<file path="src/rtl/mouse_ps2_pkg.sv">
// Shared types and PS/2 protocol constants for the mouse sequencing controller
// and its packet framer.
package mouse_ps2_pkg;

    typedef enum logic [3:0] {
        ST_IDLE,
        ST_SEND_RST,
        ST_WAIT_ACK_RST,
        ST_WAIT_BAT,
        ST_WAIT_ID,
        ST_SEND_EN,
        ST_WAIT_ACK_EN,
        ST_STREAM,
        ST_FAIL
    } state_e;

    localparam logic [7:0] CMD_RESET  = 8'hFF;
    localparam logic [7:0] CMD_ENABLE = 8'hF4;
    localparam logic [7:0] RSP_ACK    = 8'hFA;
    localparam logic [7:0] RSP_RESEND = 8'hFE;
    localparam logic [7:0] RSP_BAT_OK = 8'hAA;
    localparam logic [7:0] RSP_ID_STD = 8'h00;

    typedef struct packed {
        logic [8:0] dx;
        logic [8:0] dy;
        logic [2:0] btn;
    } pkt_t;

    // Sign bits live in byte 0; an overflow flag zeroes the matching axis.
    function automatic pkt_t assemble_pkt(input logic [7:0] b0,
                                          input logic [7:0] b1,
                                          input logic [7:0] b2);
        pkt_t p;
        p.dx  = b0[6] ? 9'd0 : {b0[4], b1};
        p.dy  = b0[7] ? 9'd0 : {b0[5], b2};
        p.btn = b0[2:0];
        return p;
    endfunction

endpackage

</file>
<file path="src/rtl/mouse_ps2_pkt_framer.sv">
// Frames 3-byte PS/2 movement packets while streaming and presents each one
// over a valid/ack handshake, flagging packets overwritten before ack.
module mouse_ps2_pkt_framer
    import mouse_ps2_pkg::*;
#(
    parameter int GAP_CYCLES = 100_000
) (
    input  logic       clk_i,
    input  logic       rstn_i,
    input  logic       en,
    input  logic       clr,
    input  logic [7:0] rx_byte,
    input  logic       rx_valid,
    input  logic       rx_err,
    input  logic       pkt_ack,
    output pkt_t       pkt,
    output logic       pkt_valid,
    output logic       pkt_lost
);

    localparam int GW = (GAP_CYCLES > 1) ? $clog2(GAP_CYCLES) : 1;

    // Handshake: pkt is stable while pkt_valid is high; the packet is consumed
    // in the cycle pkt_ack is sampled high with pkt_valid high.
    logic [1:0]    cnt_q;
    logic [GW-1:0] gap_q;
    logic [7:0]    b0_q, b1_q;
    pkt_t          pkt_q;
    logic          valid_q, lost_q;
    logic          done, gap_expired;

    assign done        = rx_valid && !rx_err && (cnt_q == 2'd2);
    assign gap_expired = (cnt_q != 2'd0) && !rx_valid && (gap_q == GW'(GAP_CYCLES - 1));

    always_ff @(posedge clk_i or negedge rstn_i) begin
        if (!rstn_i) begin
            cnt_q   <= 2'd0;
            gap_q   <= '0;
            b0_q    <= 8'h00;
            b1_q    <= 8'h00;
            pkt_q   <= '0;
            valid_q <= 1'b0;
            lost_q  <= 1'b0;
        end else if (clr || !en) begin
            cnt_q   <= 2'd0;
            gap_q   <= '0;
            valid_q <= 1'b0;
            if (clr) lost_q <= 1'b0;
        end else begin
            if (rx_valid || cnt_q == 2'd0) gap_q <= '0;
            else                           gap_q <= gap_q + GW'(1);

            if (rx_err || gap_expired) begin
                cnt_q <= 2'd0;
            end else if (rx_valid) begin
                case (cnt_q)
                    2'd0: if (rx_byte[3]) begin
                        b0_q  <= rx_byte;
                        cnt_q <= 2'd1;
                    end
                    2'd1: begin
                        b1_q  <= rx_byte;
                        cnt_q <= 2'd2;
                    end
                    default: cnt_q <= 2'd0;
                endcase
            end

            if (done) begin
                pkt_q   <= assemble_pkt(b0_q, b1_q, rx_byte);
                valid_q <= 1'b1;
                if (valid_q && !pkt_ack) lost_q <= 1'b1;
            end else if (pkt_ack) begin
                valid_q <= 1'b0;
            end
        end
    end

    assign pkt       = pkt_q;
    assign pkt_valid = valid_q;
    assign pkt_lost  = lost_q;

endmodule

</file>
<file path="src/rtl/mouse_ps2_ctrl.sv">
// Sequencing controller: runs the PS/2 mouse init handshake with retries and
// hands streaming movement packets to the framer.
module mouse_ps2_ctrl
    import mouse_ps2_pkg::*;
#(
    parameter int TIMEOUT_CYCLES = 2_000_000,
    parameter int GAP_CYCLES     = 100_000,
    parameter int MAX_RETRIES    = 3
) (
    input  logic       clk_i,
    input  logic       rstn_i,
    input  logic       start_i,
    output logic [7:0] tx_byte_o,
    output logic       tx_req_o,
    input  logic       tx_done_i,
    input  logic       tx_err_i,
    input  logic [7:0] rx_byte_i,
    input  logic       rx_valid_i,
    input  logic       rx_err_i,
    output logic       pkt_valid_o,
    input  logic       pkt_ack_i,
    output logic [8:0] dx_o,
    output logic [8:0] dy_o,
    output logic [2:0] btn_o,
    output logic       pkt_lost_o,
    output logic       init_done_o,
    output logic       init_fail_o
);

    localparam int TW = (TIMEOUT_CYCLES > 1) ? $clog2(TIMEOUT_CYCLES) : 1;
    localparam int RW = $clog2(MAX_RETRIES + 1);

    state_e        state_q, state_d;
    logic          enter, bad_byte, fail, init_st, timeout;
    logic          send_entry_q;
    logic [TW-1:0] timer_q;
    logic [RW-1:0] retry_q;
    logic [7:0]    tx_byte_q;
    pkt_t          pkt;

    assign init_st = state_q inside {ST_SEND_RST, ST_WAIT_ACK_RST, ST_WAIT_BAT,
                                     ST_WAIT_ID, ST_SEND_EN, ST_WAIT_ACK_EN};
    assign timeout = init_st && (timer_q == TW'(TIMEOUT_CYCLES - 1));

    always_comb begin
        state_d  = state_q;
        enter    = 1'b0;
        bad_byte = 1'b0;
        fail     = 1'b0;
        case (state_q)
            ST_SEND_RST: if (tx_done_i) begin
                state_d = ST_WAIT_ACK_RST; enter = 1'b1;
            end
            ST_WAIT_ACK_RST: if (rx_valid_i) begin
                if (rx_byte_i == RSP_ACK)         begin state_d = ST_WAIT_BAT; enter = 1'b1; end
                else if (rx_byte_i == RSP_RESEND) begin state_d = ST_SEND_RST; enter = 1'b1; end
                else                              bad_byte = 1'b1;
            end
            ST_WAIT_BAT: if (rx_valid_i) begin
                if (rx_byte_i == RSP_BAT_OK) begin state_d = ST_WAIT_ID; enter = 1'b1; end
                else                         bad_byte = 1'b1;
            end
            ST_WAIT_ID: if (rx_valid_i) begin
                if (rx_byte_i == RSP_ID_STD) begin state_d = ST_SEND_EN; enter = 1'b1; end
                else                         bad_byte = 1'b1;
            end
            ST_SEND_EN: if (tx_done_i) begin
                state_d = ST_WAIT_ACK_EN; enter = 1'b1;
            end
            ST_WAIT_ACK_EN: if (rx_valid_i) begin
                if (rx_byte_i == RSP_ACK)         begin state_d = ST_STREAM;  enter = 1'b1; end
                else if (rx_byte_i == RSP_RESEND) begin state_d = ST_SEND_EN; enter = 1'b1; end
                else                              bad_byte = 1'b1;
            end
            default: ;
        endcase

        fail = init_st && (bad_byte || rx_err_i || tx_err_i || timeout);
        if (fail) begin
            enter   = 1'b1;
            state_d = (int'(retry_q) + 1 < MAX_RETRIES) ? ST_SEND_RST : ST_FAIL;
        end
        // Restart wins over anything else happening in the same cycle.
        if (start_i) begin
            enter   = 1'b1;
            state_d = ST_SEND_RST;
        end
    end

    always_ff @(posedge clk_i or negedge rstn_i) begin
        if (!rstn_i) begin
            state_q      <= ST_IDLE;
            send_entry_q <= 1'b0;
            timer_q      <= '0;
            retry_q      <= '0;
            tx_byte_q    <= 8'h00;
        end else begin
            state_q      <= state_d;
            send_entry_q <= enter && (state_d == ST_SEND_RST || state_d == ST_SEND_EN);

            if (enter)        timer_q <= '0;
            else if (init_st) timer_q <= timer_q + TW'(1);

            if (start_i)   retry_q <= '0;
            else if (fail) retry_q <= retry_q + RW'(1);

            if (enter && state_d == ST_SEND_RST)     tx_byte_q <= CMD_RESET;
            else if (enter && state_d == ST_SEND_EN) tx_byte_q <= CMD_ENABLE;
        end
    end

    mouse_ps2_pkt_framer #(.GAP_CYCLES(GAP_CYCLES)) u_framer (
        .clk_i     (clk_i),
        .rstn_i    (rstn_i),
        .en        (state_q == ST_STREAM),
        .clr       (start_i),
        .rx_byte   (rx_byte_i),
        .rx_valid  (rx_valid_i),
        .rx_err    (rx_err_i),
        .pkt_ack   (pkt_ack_i),
        .pkt       (pkt),
        .pkt_valid (pkt_valid_o),
        .pkt_lost  (pkt_lost_o)
    );

    assign tx_req_o    = send_entry_q;
    assign tx_byte_o   = tx_byte_q;
    assign dx_o        = pkt.dx;
    assign dy_o        = pkt.dy;
    assign btn_o       = pkt.btn;
    assign init_done_o = (state_q == ST_STREAM);
    assign init_fail_o = (state_q == ST_FAIL);

endmodule

</file>
<file path="config.mk">
export PLATFORM = sky130hd
export DESIGN_NAME = mouse_ps2_ctrl
export DESIGN_NICKNAME = d
export VERILOG_FILES = /design/src/rtl/mouse_ps2_pkg.sv /design/src/rtl/mouse_ps2_pkt_framer.sv /design/src/rtl/mouse_ps2_ctrl.sv
export SDC_FILE = /design/constraint.sdc
export NUM_CORES = 1
export LEC_CHECK = 0
export BUFFER_PORTS_ARGS = -buffer_cell sky130_fd_sc_hd__buf_2
export CAP_MARGIN = 15
export CORE_MARGIN = 5
export CORE_UTILIZATION = 58
export CTS_CLUSTER_SIZE = 20
export DETAILED_ROUTE_END_ITERATION = 16
export MAX_ROUTING_LAYER = met4
export PLACE_DENSITY = 0.82
export SYNTH_ARGS = -nofsm -noshare
export SYNTH_HDL_FRONTEND = slang
export SYNTH_SLANG_ARGS = --single-unit
export TNS_END_PERCENT = 5
</file>
<file path="constraint.sdc">
create_clock -name clk_i -period 2.4 [get_ports clk_i]
set_input_delay 0.36 -clock clk_i [delete_from_list [all_inputs] [get_ports clk_i]]
set_output_delay 0.36 -clock clk_i [all_outputs]
set_load 0.02 [all_outputs]
</file>
* Yosys cells after proc, flatten, opt, wreduce, memory -nomap -nowiden
Cells that the tools add are included.
W data, S select, Z words.
** Storage, ports and cells
- Flip-flop bits (word level) :: 94
- Logic and storage cells :: 136
** Cells by class
- $add $sub $neg :: 4
- Magnitude comparators :: 1
- Eq/ne operators :: 19
- Muxes and demuxes :: 57
- Bitwise operators :: 2
- Reduce and logical (&&, ||, !) cells :: 39
** Operator list (count)
- $mux W4 :: 15
- $mux W21 :: 2
- $mux W17 :: 2
- $eq A8 B8 Y1 const B :: 3
- $mux W1 :: 24
- $pmux W4 S6 :: 1
- $add A21 B1 Y21 const B :: 1
- $eq A21 B21 Y1 const B :: 1
- $eq A4 B3 Y1 const B :: 5
- $mux W9 :: 2
- $add A17 B1 Y17 const B :: 1
- $eq A17 B17 Y1 const B :: 1
- $mux W8 :: 2
- $mux W2 :: 6
- $reduce_bool A2 Y1 :: 6
- $logic_and A1 B1 Y1 :: 10
- $eq A4 B1 Y1 const B :: 2
- $eq A4 B2 Y1 const B :: 2
- $logic_not A8 Y1 :: 1
- $logic_or A1 B1 Y1 :: 7
- $reduce_bool A3 Y1 :: 2
- $reduce_bool A6 Y1 :: 1
- $reduce_and A5 Y1 :: 1
- $eq A4 B4 Y1 const B :: 1
- 17 further kinds :: 23

* Longest topological paths before layout
Gate-level depths: netlist (run 1).
- Word-level depth :: 15
- Gate-level depth with buffers :: 8

* Hierarchy
A second synthesis (run 1) with hierarchy kept.
** Second synthesis, totals
- Cell total of the unflattened synthesis :: 418
- Area total of the unflattened synthesis :: 4453.0 um2
** Modules (own cells, without submodules)
- mouse_ps2_pkt_framer :: times used 1, cells each 217, area each 2453.6 um2
- mouse_ps2_ctrl :: times used 1, cells each 201, area each 1999.4 um2

* Worst setup path before layout (run 1)
OpenSTA, ideal clock, no wires.
- Kind :: input-to-reg
- Start point :: in rx_byte_i[6]
- End point :: reg tx_byte_q[6] (netlist: tx_byte_o[6])
- Library setup time :: 0.129 ns
- Arrival :: 1.879 ns
- Data required time :: 2.271 ns
- Path slack :: 0.392 ns
- Stages :: 6
- Buffers on the path :: 1
- Cells stage by stage :: or4_4 -> o211ai_2 -> o211ai_2 -> buf_6 -> or2_4 -> a2111o_1
** On the way
- Word-level cells in the longest chain between the ends :: 14
** Ends and longest elaborated chain
- start: declaration :: RTL line mouse_ps2_ctrl.sv:17 : input logic [7:0] rx_byte_i,
- $eq A8 B8 Y1 :: RTL line mouse_ps2_ctrl.sv:56, mouse_ps2_ctrl.sv:72
- $mux W1 :: RTL line mouse_ps2_ctrl.sv:56, mouse_ps2_ctrl.sv:72
- $mux W1 :: RTL line mouse_ps2_ctrl.sv:71 : if (rx_byte_i == RSP_ACK) begin state_d = ST_STREAM; enter = 1'b1; end
- $mux W1 :: RTL line mouse_ps2_ctrl.sv:54 : ST_WAIT_ACK_RST: if (rx_valid_i) begin
- $pmux W1 S3 :: RTL line mouse_ps2_ctrl.sv:50 : case (state_q)
- $logic_or A1 B1 Y1 (3 in series) :: RTL line mouse_ps2_ctrl.sv:78 : fail = init_st && (bad_byte || rx_err_i || tx_err_i || timeout);
- $logic_and A1 B1 Y1 :: RTL line mouse_ps2_ctrl.sv:78
- $mux W4 :: RTL line mouse_ps2_ctrl.sv:79 : if (fail) begin
- $mux W4 :: RTL line mouse_ps2_ctrl.sv:84 : if (start_i) begin
- $eq A4 B1 Y1 / $eq A4 B3 Y1 (equally long branches) :: RTL line mouse_ps2_ctrl.sv:107, mouse_ps2_ctrl.sv:108
- $logic_and A1 B1 Y1, on equally long branches :: RTL line mouse_ps2_ctrl.sv:107, mouse_ps2_ctrl.sv:108
- $mux W8 / $reduce_bool A2 Y1 (equally long branches)
- end signal: assignment :: RTL line mouse_ps2_ctrl.sv:96 : tx_byte_q <= 8'h00;
- end signal: assignment :: RTL line mouse_ps2_ctrl.sv:107 : if (enter && state_d == ST_SEND_RST) tx_byte_q <= CMD_RESET;
- end signal: assignment :: RTL line mouse_ps2_ctrl.sv:108 : else if (enter && state_d == ST_SEND_EN) tx_byte_q <= CMD_ENABLE;
- end: declaration :: RTL line mouse_ps2_ctrl.sv:38 : logic [7:0] tx_byte_q;
Parallel ways exist; a longest one is shown, timed or not.
A chain may end at the register's enable or synchronous reset.

* Worst setup path after layout (run 1)
- Start point :: reg state_q[0]
- End point :: reg u_framer.b0_q[7]
** On the way
- Word-level cells in the longest chain between the ends :: 5
** Ends and longest elaborated chain
- start: declaration :: RTL line mouse_ps2_ctrl.sv:33 : state_e state_q, state_d;
- start signal: assignment :: RTL line mouse_ps2_ctrl.sv:98 : state_q <= state_d;
- $eq A4 B3 Y1 :: RTL line mouse_ps2_ctrl.sv:115 : .en (state_q == ST_STREAM),
- $logic_not A1 Y1 :: RTL line mouse_ps2_pkt_framer.sv:44 : end else if (clr || !en) begin
- $logic_or A1 B1 Y1 :: RTL line mouse_ps2_pkt_framer.sv:44
- $not A1 Y1 (no source line)
- $reduce_and A5 Y1 (no source line)
- end signal: assignment :: RTL line mouse_ps2_pkt_framer.sv:58 : b0_q <= rx_byte;
- end: declaration :: RTL line mouse_ps2_pkt_framer.sv:27 : logic [7:0] b0_q, b1_q;
Every way passes these cells.

==> metrics.md, run 1 <==
| Metric | Value |
|---|---|
| Total chip power | 0.00325 W |
| Max-cap violations | 0 |
| Clock sink count | 87 |
| Worst hold path type | in2reg |
| Longest Clk Path Bufs | 2 |
| DR DRC count | 0 |
| Netlist Area Pre-Place | 4380 um^2 |
| Clock-pin transition on the worst setup and hold timing paths | 0.09 ns |
| FF-to-FF path depth | 5 |
| Area Growth Syn to Fin | 13.1% |
| Setup Buffers After CTS | 0 |
| R2R Setup Slk | 0.16 ns |
| Max Slew Vio Count | 0 |
| Crit-path leading delay family | simple AND/OR/NAND/NOR gates |
| Number of flops mapped to enable cells by yosys | 0 |
| Total gr overflow | 0 |
| GRT Total Usage | 20.5% |
| Die Ht | 96.9 um |
| Die X | 96.9 um |
| Largest net degree at the start of global routing | 53 |
| RR Endpoint | u_framer.b0_q[7]$_DFFE_PN0P_ |
| Area of placed instances | 4740 um^2 |
| Layout cells sized above 1 | 22.7% |
| Placed Cells | 563 |
| Leak pwr | 2.18 nW |
| Post-synthesis register bit count | 87 |
| Routability congestion estimate | 0.914 |
| Synth Instances | 427 |
| Nets | 496 |
| Clk_skew | 0.0132 ns |
| CTS tree | built |
| Final non-filler cell area | 4960 um^2 |
| Critical-path cell list | nand4b_1 -> nand2b_1 -> nor3b_1 -> and3_1 -> mux2_2 |
| Crit path DAT | 2.50 ns |
| Crit path to | u_framer.b0_q[7]$_DFFE_PN0P_ |
| Port bufs | 49 |
| Fin crit share | 93.4% |
| Crit path launch | state_q[0]$_DFF_PN0_ |
| Slew HR | 61.5% |
| Clk_lat worst skew | 0.36 ns |
| Final hold vios | 0 |
| RSZ-0062 raised after global routing | no |
| Final HPWL DP | 6.78 mm |
| Worst Setup Start Kind | flop |
| Die Area | 9400 um^2 |
| Global-route wire length before repair | 15.6 mm |
| I/O Pins | 50 |
| H-tree levels | 3 |
| Total Wirelength | 9.22 mm |
| Slowest stage delay, CP | 0.52 ns |
| Reg-to-Reg Start | state_q[0]$_DFF_PN0_ |
| Post-synth ARST share | 100% |
| Core area | 7290 um^2 |
| CP Class | reg2reg |
| F_max | 0.446 GHz |
| Layout Cells excl Fill | 580 |
| Via/cell ratio | 5.74 |
| Detail Route Antenna Nets | 0 |
| Levels on crit path | 5 |
| Cell Pwr Density | 655 nW/um^2 |
| Ys Warns | 0 |
| Syn avg cell area | 10.3 um^2 |
| Setup crit end kind | flop |
| Status | complete, no violations |
| Slowest cell on crit path | dfrtp_1 |
| Worst path bufs/invs | 0 |
| Iter 0 DRT Violations | 260 |
| Final setup violation count | 0 |
| WL per Instance | 15.9 um |
| Worst-Margin Slew | 0.572 ns |
| CP Max Fanout | 10 |
| Post-synth top flop | dfrtp_1 |
| Antenna violations before repair | 0 |
| Num CTS Buffers | 9 |
| WHS | 0.298 ns |
| Register area share after synthesis | 49.7% |
| Synth Net Count | 447 |
| Vias in the first global route | 3253 |
| FP Rows | 31 |
| Crit path time final | 2.24 ns |
| DR vias | 3329 |
| Yosys cell types | 59 |
| Drt first pass iters | 4 |
| Root Buffer | clkbuf_8 |
| Initial Util | 60.1% |
| N_diodes | 0 |
| Worst VDD drop | 0.449 mV |
| Setup tns final | 0 ns |
| Req. time, crit path | 2.66 ns |
## layout by cell type (no fill, tap or decap), drive strengths merged, types with 4 or more instances in the layout
master,synthesis,layout
dfrtp,87,87
buf,14,63
nor2,49,49
inv,30,31
o21ai,20,20
xor2,18,18
nand3b,18,18
mux2,18,18
xnor2,17,17
nand4,14,14
nand2,13,13
nor3,12,12
nand3,11,11
clkbuf,12,10
nor4,8,8
and4,7,7
nor4b,6,6
nor3b,5,5
nor2b,5,5
o21bai,5,5
and3,5,5
nand2b,4,4
a21oi,4,4
ha,4,4
## layer usage
| metal | global-route usage, % | vias to the layer above | part of all wire, % |
|---|---|---|---|
| li1 | - | 1603 | - |
| met1 | 25.2 | 1652 | 44 |
| met2 | 33.7 | 65 | 51 |
| met3 | 5.90 | 9 | 4.1 |
| met4 | 4.43 | 0 | 1.3 |
| met5 | - | - | 0 |
## what timing repair did
action,4_1_cts,5_1_grt
hold buffers,1,0
setup endpoints to repair,0,3
gates resized for setup,0,1
endpoints found under the hold margin,35,0
## worst register-to-register path, stage by stage (launching register included)
cell      delay, ns
dfrtp_1        0.52
nand4b_1       0.19
nand2b_1       0.27
nor3b_1        0.29
and3_1         0.47
mux2_2         0.39
## sequential cells by signal, summed over array words and instances, names as in the netlist
register            cells
retry_q                 2
state_q                 4
timer_q                21
tx_byte_o               2
tx_req_o                1
u_framer.b0_q           7
u_framer.b1_q           8
u_framer.cnt_q          2
u_framer.gap_q         17
u_framer.pkt           21
u_framer.pkt_lost       1
u_framer.pkt_valid      1
## worst min-delay path by stage
stage / depth (start not counted) / endpoint / start / slack, ns
final: 2 / u_framer.b1_q[7]$_DFFE_PN0P_ / rx_byte_i[7] / 0.30
after global routing: 2 / u_framer.b1_q[7]$_DFFE_PN0P_ / rx_byte_i[7] / 0.30
after CTS: 2 / state_q[3]$_DFF_PN0_ / start_i / 0.29
after detailed placement: 1 / u_framer.gap_q[11]$_DFF_PN0_ / rstn_i / 0.35
after global placement: 1 / u_framer.gap_q[11]$_DFF_PN0_ / rstn_i / 0.34
after floorplan: 0 / retry_q[0]$_DFFE_PN0P_ / rstn_i / 0.06
## cell usage after synthesis (all sizes together) (2+ instances only)
master	instances	share of area (%)
nand4b	3	0.60
clkbuf	12	1.0
inv	30	2.6
nor2	49	4.2
nor3	12	1.4
nand2	13	1.1
dfrtp	87	50
o21a	2	0.34
nand3	11	1.3
xnor2	17	3.4
o21bai	5	0.86
nor3b	5	0.86
and3	5	0.71
or2	2	0.34
nor2b	5	0.71
a21oi	4	0.46
and4	7	1.4
nand4	14	2.0
nand3b	18	3.1
a2111o	3	0.77
o21ai	20	2.3
o31ai	2	0.46
xor2	18	3.6
a221oi	2	0.40
or4	2	0.43
nand2b	4	0.57
ha	4	1.1
a41oi	2	0.40
nor4	8	1.1
a211oi	2	0.34
mux2	18	4.6
nor4b	6	1.2
buf	14	2.1
o211ai	3	0.86
## power by group
group / switching [W] / total, W / internal, W
Combinational: 0.000365 / 0.000624 / 0.000259
Sequential: 0.0000686 / 0.00158 / 0.00151
Clock: 0.000529 / 0.00104 / 0.000512
## cell type report
type / instances / area [um^2]
clock inverter: 6 / 67.6
timing repair buffer: 64 / 375
fill: 561 / 2330
clock buffer: 10 / 138
tap: 99 / 124
inverter: 30 / 113
sequential: 87 / 2180
multi-input combinational: 284 / 1960
## through the flow
stage	utilization, %	setup WS (ns)
CTS	68.0	0.146
floorplan	-	0.392
global route	68.0	0.000426
finish	68.0	0.159
global placement	65.0	0.274
detailed placement	65.0	0.211
## kinds of logic (layout without fill, tap and decap cells)
family / after synthesis / in the layout / share of synthesized area, %
compound gates: 57 / 57 / 9.79
xor+xnor: 35 / 35 / 6.99
fa+ha+maj: 4 / 4 / 1.14
buf+inv: 56 / 110 / 5.65
flops: 87 / 87 / 49.7
mux: 19 / 19 / 4.85
simple gates: 169 / 169 / 21.9
Power figures use the tool's default switching activity.
==> run 2, diff against run 1 <==
--- a/config.mk
+++ b/config.mk
@@ -8,11 +8,11 @@
 export BUFFER_PORTS_ARGS = -buffer_cell sky130_fd_sc_hd__buf_2
 export CAP_MARGIN = 15
 export CORE_MARGIN = 5
-export CORE_UTILIZATION = 58
+export CORE_UTILIZATION = 35
 export CTS_CLUSTER_SIZE = 20
 export DETAILED_ROUTE_END_ITERATION = 16
 export MAX_ROUTING_LAYER = met4
-export PLACE_DENSITY = 0.82
+export PLACE_DENSITY = 0.55
 export SYNTH_ARGS = -nofsm -noshare
 export SYNTH_HDL_FRONTEND = slang
 export SYNTH_SLANG_ARGS = --single-unit
==> run 2 against run 1 <==
Effect of this change: flip-flop and latch count is the same; register-to-register slack improved by 0.09 ns; global-route usage decreased by 6.9 points; critical path type unchanged; clock skew is 0.0070 ns lower; critical endpoint is now u_framer.b0_q[0]$_DFFE_PN0P_; count of clock-buffer cells in the layout grew 1; sequential share of layout area fell by 1.6 points; combinational power down 1%.
==> metrics.md, run 2 (synthesis gave the netlist of run 1 again) <==
| Metric | Value |
|---|---|
| Most frequent cells in the layout | dfrtp_1 (87), nor2_1 (48), buf_2 (48), inv_1 (30), o21ai_0 (19) |
| N_diodes | 0 (unchanged) |
| Routability congestion estimate | 0.835 (-8.6%) |
| Setup Buffers After CTS | 0 (unchanged) |
| Via/cell ratio | 4.94 (-14%) |
| CTS resizes | 0 (unchanged) |
| Vias in the first global route | 3096 (-4.8%) |
| CTS tree | built |
| FF-to-FF path depth | 5 (unchanged) |
| Final hold vios | 0 (unchanged) |
| FP Rows | 40 (+29%) |
| Worst VDD drop | 0.496 mV (+10%) |
| Final non-filler cell area | 5140 um^2 (+3.8%) |
| Clk_lat worst skew | 0.34 ns (-0.02 ns) |
| Worst hold path type | in2async |
| Max-cap violations | 0 (unchanged) |
| Core area | 12200 um^2 (+67%) |
| CP Class | reg2reg |
| Die Area | 14900 um^2 (+58%) |
| Largest net degree at the start of global routing | 45 (-15%) |
| Net Sw Frac | 27.7% (-2.0 points) |
| H-tree levels | 3 (unchanged) |
| Worst-Margin Slew | 0.571 ns (-0.00132 ns) |
| Req. time, crit path | 2.62 ns (-0.04 ns) |
| Initial Util | 36.0% (-24 points) |
| Status | complete, no violations |
| Area Growth Syn to Fin | 17.3% |
| Final worst-path setup slack | 0.245 ns (+0.0863 ns) |
| Clk_skew | 0.00621 ns (-0.00695 ns) |
| Crit path DAT | 2.38 ns (-0.12 ns) |
| Commonest non-fill, non-tap cell in the layout | dfrtp_1 |
| Iter 0 DRT Violations | 245 (-5.8%) |
| Longest Clk Path Bufs | 2 (unchanged) |
| Worst Setup Start Kind | flop |
| Antenna violations before repair | 0 (unchanged) |
| Die X | 122 um (+26%) |
| Crit path launch | state_q[0]$_DFF_PN0_ |
| Final HPWL DP | 6.70 mm (-1.1%) |
| CTS Hold Bufs | 0 (-1) |
| Clock sink count | 87 (unchanged) |
| Die Ht | 122 um (+26%) |
| Reg-to-Reg Start | state_q[0]$_DFF_PN0_ |
| Crit path time final | 2.15 ns (-0.0863 ns) |
| DR vias | 3199 (-3.9%) |
| Sequential power share | 43.4% (-5.3 points) |
| Setup tns final | 0 ns (unchanged) |
| Slew HR | 61.9% (+0.44 points) |
| Pre-CTS WS | 0.243 ns (+0.0316 ns) |
| I/O Pins | 50 (unchanged) |
| Setup crit end kind | flop |
| Gate power share | 16.9% (-2.3 points) |
| Leak pwr | 2.23 nW (+2.5%) |
| F_max | 0.464 GHz (+4.0%) |
| DR DRC count | 0 (unchanged) |
| Max Slew Vio Count | 0 (unchanged) |
| Global-route wire length before repair | 15.6 mm (+0.40%) |
| Root Buffer | clkbuf_16 |
| R2R Setup Slk | 0.25 ns (+0.09 ns) |
| Total Wirelength | 9.33 mm (+1.2%) |
| Crit path to | u_framer.b0_q[0]$_DFFE_PN0P_ |
| Total gr overflow | 0 (unchanged) |
| Layout fillers | 1206 (+110%) |
| CP Max Fanout | 13 (+3) |
| Cell Pwr Density | 711 nW/um^2 (+8.6%) |
| Fin crit share | 89.8% (-3.6 points) |
| Final design utilization | 42.3% (-26 points) |
| Area of placed instances | 4830 um^2 (+1.8%) |
| Detail Route Antenna Nets | 0 (unchanged) |
| Clock-pin transition on the worst setup and hold timing paths | 0.06 ns (-0.03 ns) |
| RR Endpoint | u_framer.b0_q[0]$_DFFE_PN0P_ |
| Sw Pwr | 0.00101 W (+5.2%) |
| Layout cells sized above 1 | 22.5% (-0.16 points) |
| GRT Total Usage | 13.6% (-6.9 points) |
| Final setup violation count | 0 (unchanged) |
| Port bufs | 49 (unchanged) |
| Num CTS Buffers | 9 (unchanged) |
| WL per Instance | 14.4 um (-9.4%) |
| Drt first pass iters | 6 (+2) |
| RSZ-0062 raised after global routing | no |
| Nets | 495 (-0.20%) |
| Clock share of power | 39.8% (+7.7 points) |
| P_int | 0.00264 W (+16%) |
==> run 2: changes by cell type in the layout (fill, tap and decap cells not counted), sizes merged <==
cell / previous run / this run
clkbuf: 10 / 11
clkinvlp: 2 / 0
dlygate4sd3: 1 / 0
inv: 31 / 32
==> run 2: power by group through the flow <==
| stage | Sequential (W) | Combinational, W | Clock (W) |
|---|---|---|---|
| floorplan | 0.00159 | 0.000454 | 0 |
| global placement | 0.00160 | 0.000628 | 0 |
| detailed placement | 0.00161 | 0.000623 | 0 |
| CTS | 0.00158 | 0.000626 | 0.00151 |
| global route | 0.00159 | 0.000688 | 0.00157 |
| finish | 0.00159 | 0.000617 | 0.00145 |
==> run 2: cell type report <==
class	instances	area [um^2]	share of cell area (%)
Clock buffer	11	253	4.91
Multi-Input combinational cell	284	1960	38.1
Tap cell	168	210	4.09
Clock inverter	5	63.8	1.24
Timing Repair Buffer	63	365	7.10
Inverter	30	113	2.19
Sequential cell	87	2180	42.3
==> run 2: critical path: stages (launching register included) <==
cell and delay [ns]:
dfrtp_1 0.57, nand4b_1 0.16, nand2b_1 0.25, nor3b_1 0.26
and3_1 0.43, mux2_2 0.38
==> run 2: stage by stage <==
| step | power [W] | hold slack, ns | cells |
|---|---|---|---|
| CTS | 0.00372 | 0.0434 | 648 |
| finish | 0.00366 | 0.0174 | 648 |
| global placement | 0.00223 | 0.406 | 632 |
| detailed placement | 0.00224 | 0.408 | 632 |
| global route | 0.00385 | 0.0688 | 648 |
| floorplan | 0.00204 | 0.0644 | 427 |
==> run 2: routing by layer <==
layer | GRT usage, % | wire (um) | up-vias
li1 | - | - | 1596
met1 | 17.2 | 4460 | 1547
met2 | 21.2 | 4390 | 48
met3 | 3.53 | 374 | 8
met4 | 4.34 | 102 | 0
met5 | - | 0 | -
==> run 2: how the worst min path moves through the flow <==
| stage | slack, ns | cells past startpoint | endpoint | from |
|---|---|---|---|---|
| floorplan | 0.06 | 0 | retry_q[0]$_DFFE_PN0P_ | rstn_i |
| CTS | 0.04 | 1 | u_framer.b0_q[0]$_DFFE_PN0P_ | rstn_i |
| global route | 0.07 | 1 | u_framer.cnt_q[1]$_DFFE_PN0P_ | rstn_i |
| finish | 0.02 | 1 | u_framer.pkt[17]$_DFFE_PN0P_ | rstn_i |
| detailed placement | 0.41 | 1 | u_framer.pkt[8]$_DFFE_PN0P_ | rstn_i |
| global placement | 0.41 | 1 | u_framer.pkt[8]$_DFFE_PN0P_ | rstn_i |
==> run 3, diff against run 2 <==
--- a/config.mk
+++ b/config.mk
@@ -7,12 +7,14 @@
 export LEC_CHECK = 0
 export BUFFER_PORTS_ARGS = -buffer_cell sky130_fd_sc_hd__buf_2
 export CAP_MARGIN = 15
+export CELL_PAD_IN_SITES_DETAIL_PLACEMENT = 1
+export CELL_PAD_IN_SITES_GLOBAL_PLACEMENT = 1
 export CORE_MARGIN = 5
 export CORE_UTILIZATION = 35
 export CTS_CLUSTER_SIZE = 20
 export DETAILED_ROUTE_END_ITERATION = 16
 export MAX_ROUTING_LAYER = met4
-export PLACE_DENSITY = 0.55
+export PLACE_DENSITY = 0.66
 export SYNTH_ARGS = -nofsm -noshare
 export SYNTH_HDL_FRONTEND = slang
 export SYNTH_SLANG_ARGS = --single-unit
==> run 3 against run 2 <==
Effect of this change: flip-flop and latch count stayed put; first-iteration DRC count is 44% lower; clock power is 9.7% lower; die area stayed put; utilization hardly changed; largest power group unchanged.
==> metrics.md, run 3 (synthesis gave the netlist of run 1 again) <==
| Metric | Value |
|---|---|
| Antenna violations before repair | 1 (+1) |
| Via/cell ratio | 5.08 (+3.0%) |
| Num CTS Buffers | 9 (unchanged) |
| Final worst-path setup slack | 0.269 ns (+0.0237 ns) |
| Crit path DAT | 2.35 ns (-0.03 ns) |
| Vias in the first global route | 3509 (+13%) |
| Longest Clk Path Bufs | 2 (unchanged) |
| Total gr overflow | 0 (unchanged) |
| Worst-Margin Slew | 0.606 ns (+0.0349 ns) |
| Max-cap violations | 0 (unchanged) |
| DR vias | 3320 (+3.8%) |
| Setup tns final | 0 ns (unchanged) |
| Die Ht | 122 um (unchanged) |
| Max Slew Vio Count | 0 (unchanged) |
| F_max | 0.469 GHz (+1.1%) |
| Layout cells sized above 1 | 22.9% (+0.43 points) |
| Setup crit end kind | flop |
| Nets | 499 (+0.81%) |
| Worst Setup Start Kind | flop |
| Most frequent cells in the layout | dfrtp_1 (87), nor2_1 (48), buf_2 (48), inv_1 (30), o21ai_0 (19) |
| Root Buffer | clkbuf_16 |
| Global-route wire length before repair | 17.8 mm (+14%) |
| Detail Route Antenna Nets | 0 (unchanged) |
| Total Wirelength | 10.4 mm (+12%) |
| Pre-CTS WS | 0.228 ns (-0.0142 ns) |
| Commonest non-fill, non-tap cell in the layout | dfrtp_1 |
| CTS resizes | 0 (unchanged) |
| Setup Buffers After CTS | 0 (unchanged) |
| Status | complete, no violations |
| Initial Util | 36.0% (unchanged) |
| Core area | 12200 um^2 (unchanged) |
| Worst hold path type | in2async |
| Leak pwr | 2.24 nW (about the same) |
| Slew HR | 59.6% (-2.3 points) |
| Fin crit share | 88.8% (-0.99 points) |
| Routability congestion estimate | 0.812 (-2.8%) |
| Cell Pwr Density | 685 nW/um^2 (-3.7%) |
| CTS tree | built |
| Final HPWL DP | 7.62 mm (+14%) |
| Clock-pin transition on the worst setup and hold timing paths | 0.07 ns (about the same) |
| Req. time, crit path | 2.62 ns (about the same) |
| Iter 0 DRT Violations | 137 (-44%) |
| Clk_skew | 0.00832 ns (+0.00211 ns) |
| Final hold vios | 0 (unchanged) |
| CTS Hold Bufs | 0 (unchanged) |
| Largest net degree at the start of global routing | 47 (+4.4%) |
| RSZ-0062 raised after global routing | no |
| Die Area | 14900 um^2 (unchanged) |
| CP Max Fanout | 14 (+1) |
| Crit path time final | 2.13 ns (-0.0237 ns) |
| Final setup violation count | 0 (unchanged) |
| Area Growth Syn to Fin | 17.4% (about the same) |
| Drt first pass iters | 4 (-2) |
| Layout fillers | 1417 (+17%) |
| I/O Pins | 50 (unchanged) |
| CP Class | reg2reg |
| GRT Total Usage | 15.5% (+2.0 points) |
| Clock sink count | 87 (unchanged) |
| Clk_lat worst skew | 0.35 ns (about the same) |
| FP Rows | 40 (unchanged) |
| Port bufs | 49 (unchanged) |
| H-tree levels | 3 (unchanged) |
| DR DRC count | 0 (unchanged) |
| Worst VDD drop | 0.334 mV (-33%) |
| Die X | 122 um (unchanged) |
| WL per Instance | 15.9 um (+11%) |
==> run 3: cell count changes in the layout (fill, tap and decap cells not counted), sizes merged <==
cell    before  now
bufinv       1    0
clkbuf      11   10
buf         63   67
clkinv       2    4
diode        0    1
==> run 3: metal layers <==
metal | GRT usage (%) | wire length (um) | vias up
li1 | - | - | 1607
met1 | 19.3 | 4740 | 1656
met2 | 25.1 | 5130 | 46
met3 | 3.02 | 365 | 11
met4 | 5.88 | 176 | 0
met5 | - | 0 | -
==> run 3: where the power goes <==
group	internal, W	switching [W]	leakage, nW
Clock	0.000709	0.000598	0.137
Sequential	0.00151	0.0000593	1.10
Combinational	0.000259	0.000385	0.999
==> run 3: stage by stage <==
stage	hold WS, ns	area (um^2)	total power [W]	util, %	std cells
global route	0.0431	5150	0.00373	42.3	653
floorplan	0.0644	4380	0.00204	-	427
detailed placement	0.397	4870	0.00225	40.0	636
CTS	0.0194	5140	0.00358	42.3	652
global placement	0.391	4870	0.00223	40.0	636
finish	0.00149	5150	0.00352	42.3	653
==> run 3: critical path: stages, from the launching register on <==
cell	delay [ns]
dfrtp_1	0.37
buf_4	0.19
nor4b_1	0.48
o211ai_2	0.16
o211ai_2	0.13
buf_4	0.20
nor3_1	0.07
a2111o_1	0.39
==> run 3: final timing paths <==
check / endpoint / cells past startpoint / startpoint / slack, ns
max: tx_byte_o[6]$_DFFE_PN0P_ / 7 / state_q[3]$_DFF_PN0_ / 0.27
min: u_framer.gap_q[15]$_DFF_PN0_ / 1 / rstn_i / 0.001
max reg2reg: tx_byte_o[6]$_DFFE_PN0P_ / 7 / state_q[3]$_DFF_PN0_ / 0.27
min reg2reg: u_framer.gap_q[0]$_DFF_PN0_ / 1 / u_framer.gap_q[0]$_DFF_PN0_ / 0.49
max in group asynchronous: tx_req_o$_DFF_PN0_ / 2 / rstn_i / 1.75
min in group clk_i: u_framer.b0_q[6]$_DFFE_PN0P_ / 2 / rx_byte_i[6] / 0.32
==> run 3: layout make-up <==
cell class / instances / area [um^2] / share of cell area, %
well taps: 168 / 210 / 4.08
clock inverters: 6 / 45.0 / 0.875
repair buffers: 67 / 408 / 7.93
clock buffers: 10 / 229 / 4.45
inverters: 30 / 113 / 2.19
multi-input cells: 284 / 1960 / 38.1
flip-flops and latches: 87 / 2180 / 42.3
diodes: 1 / 2.50 / 0.0486
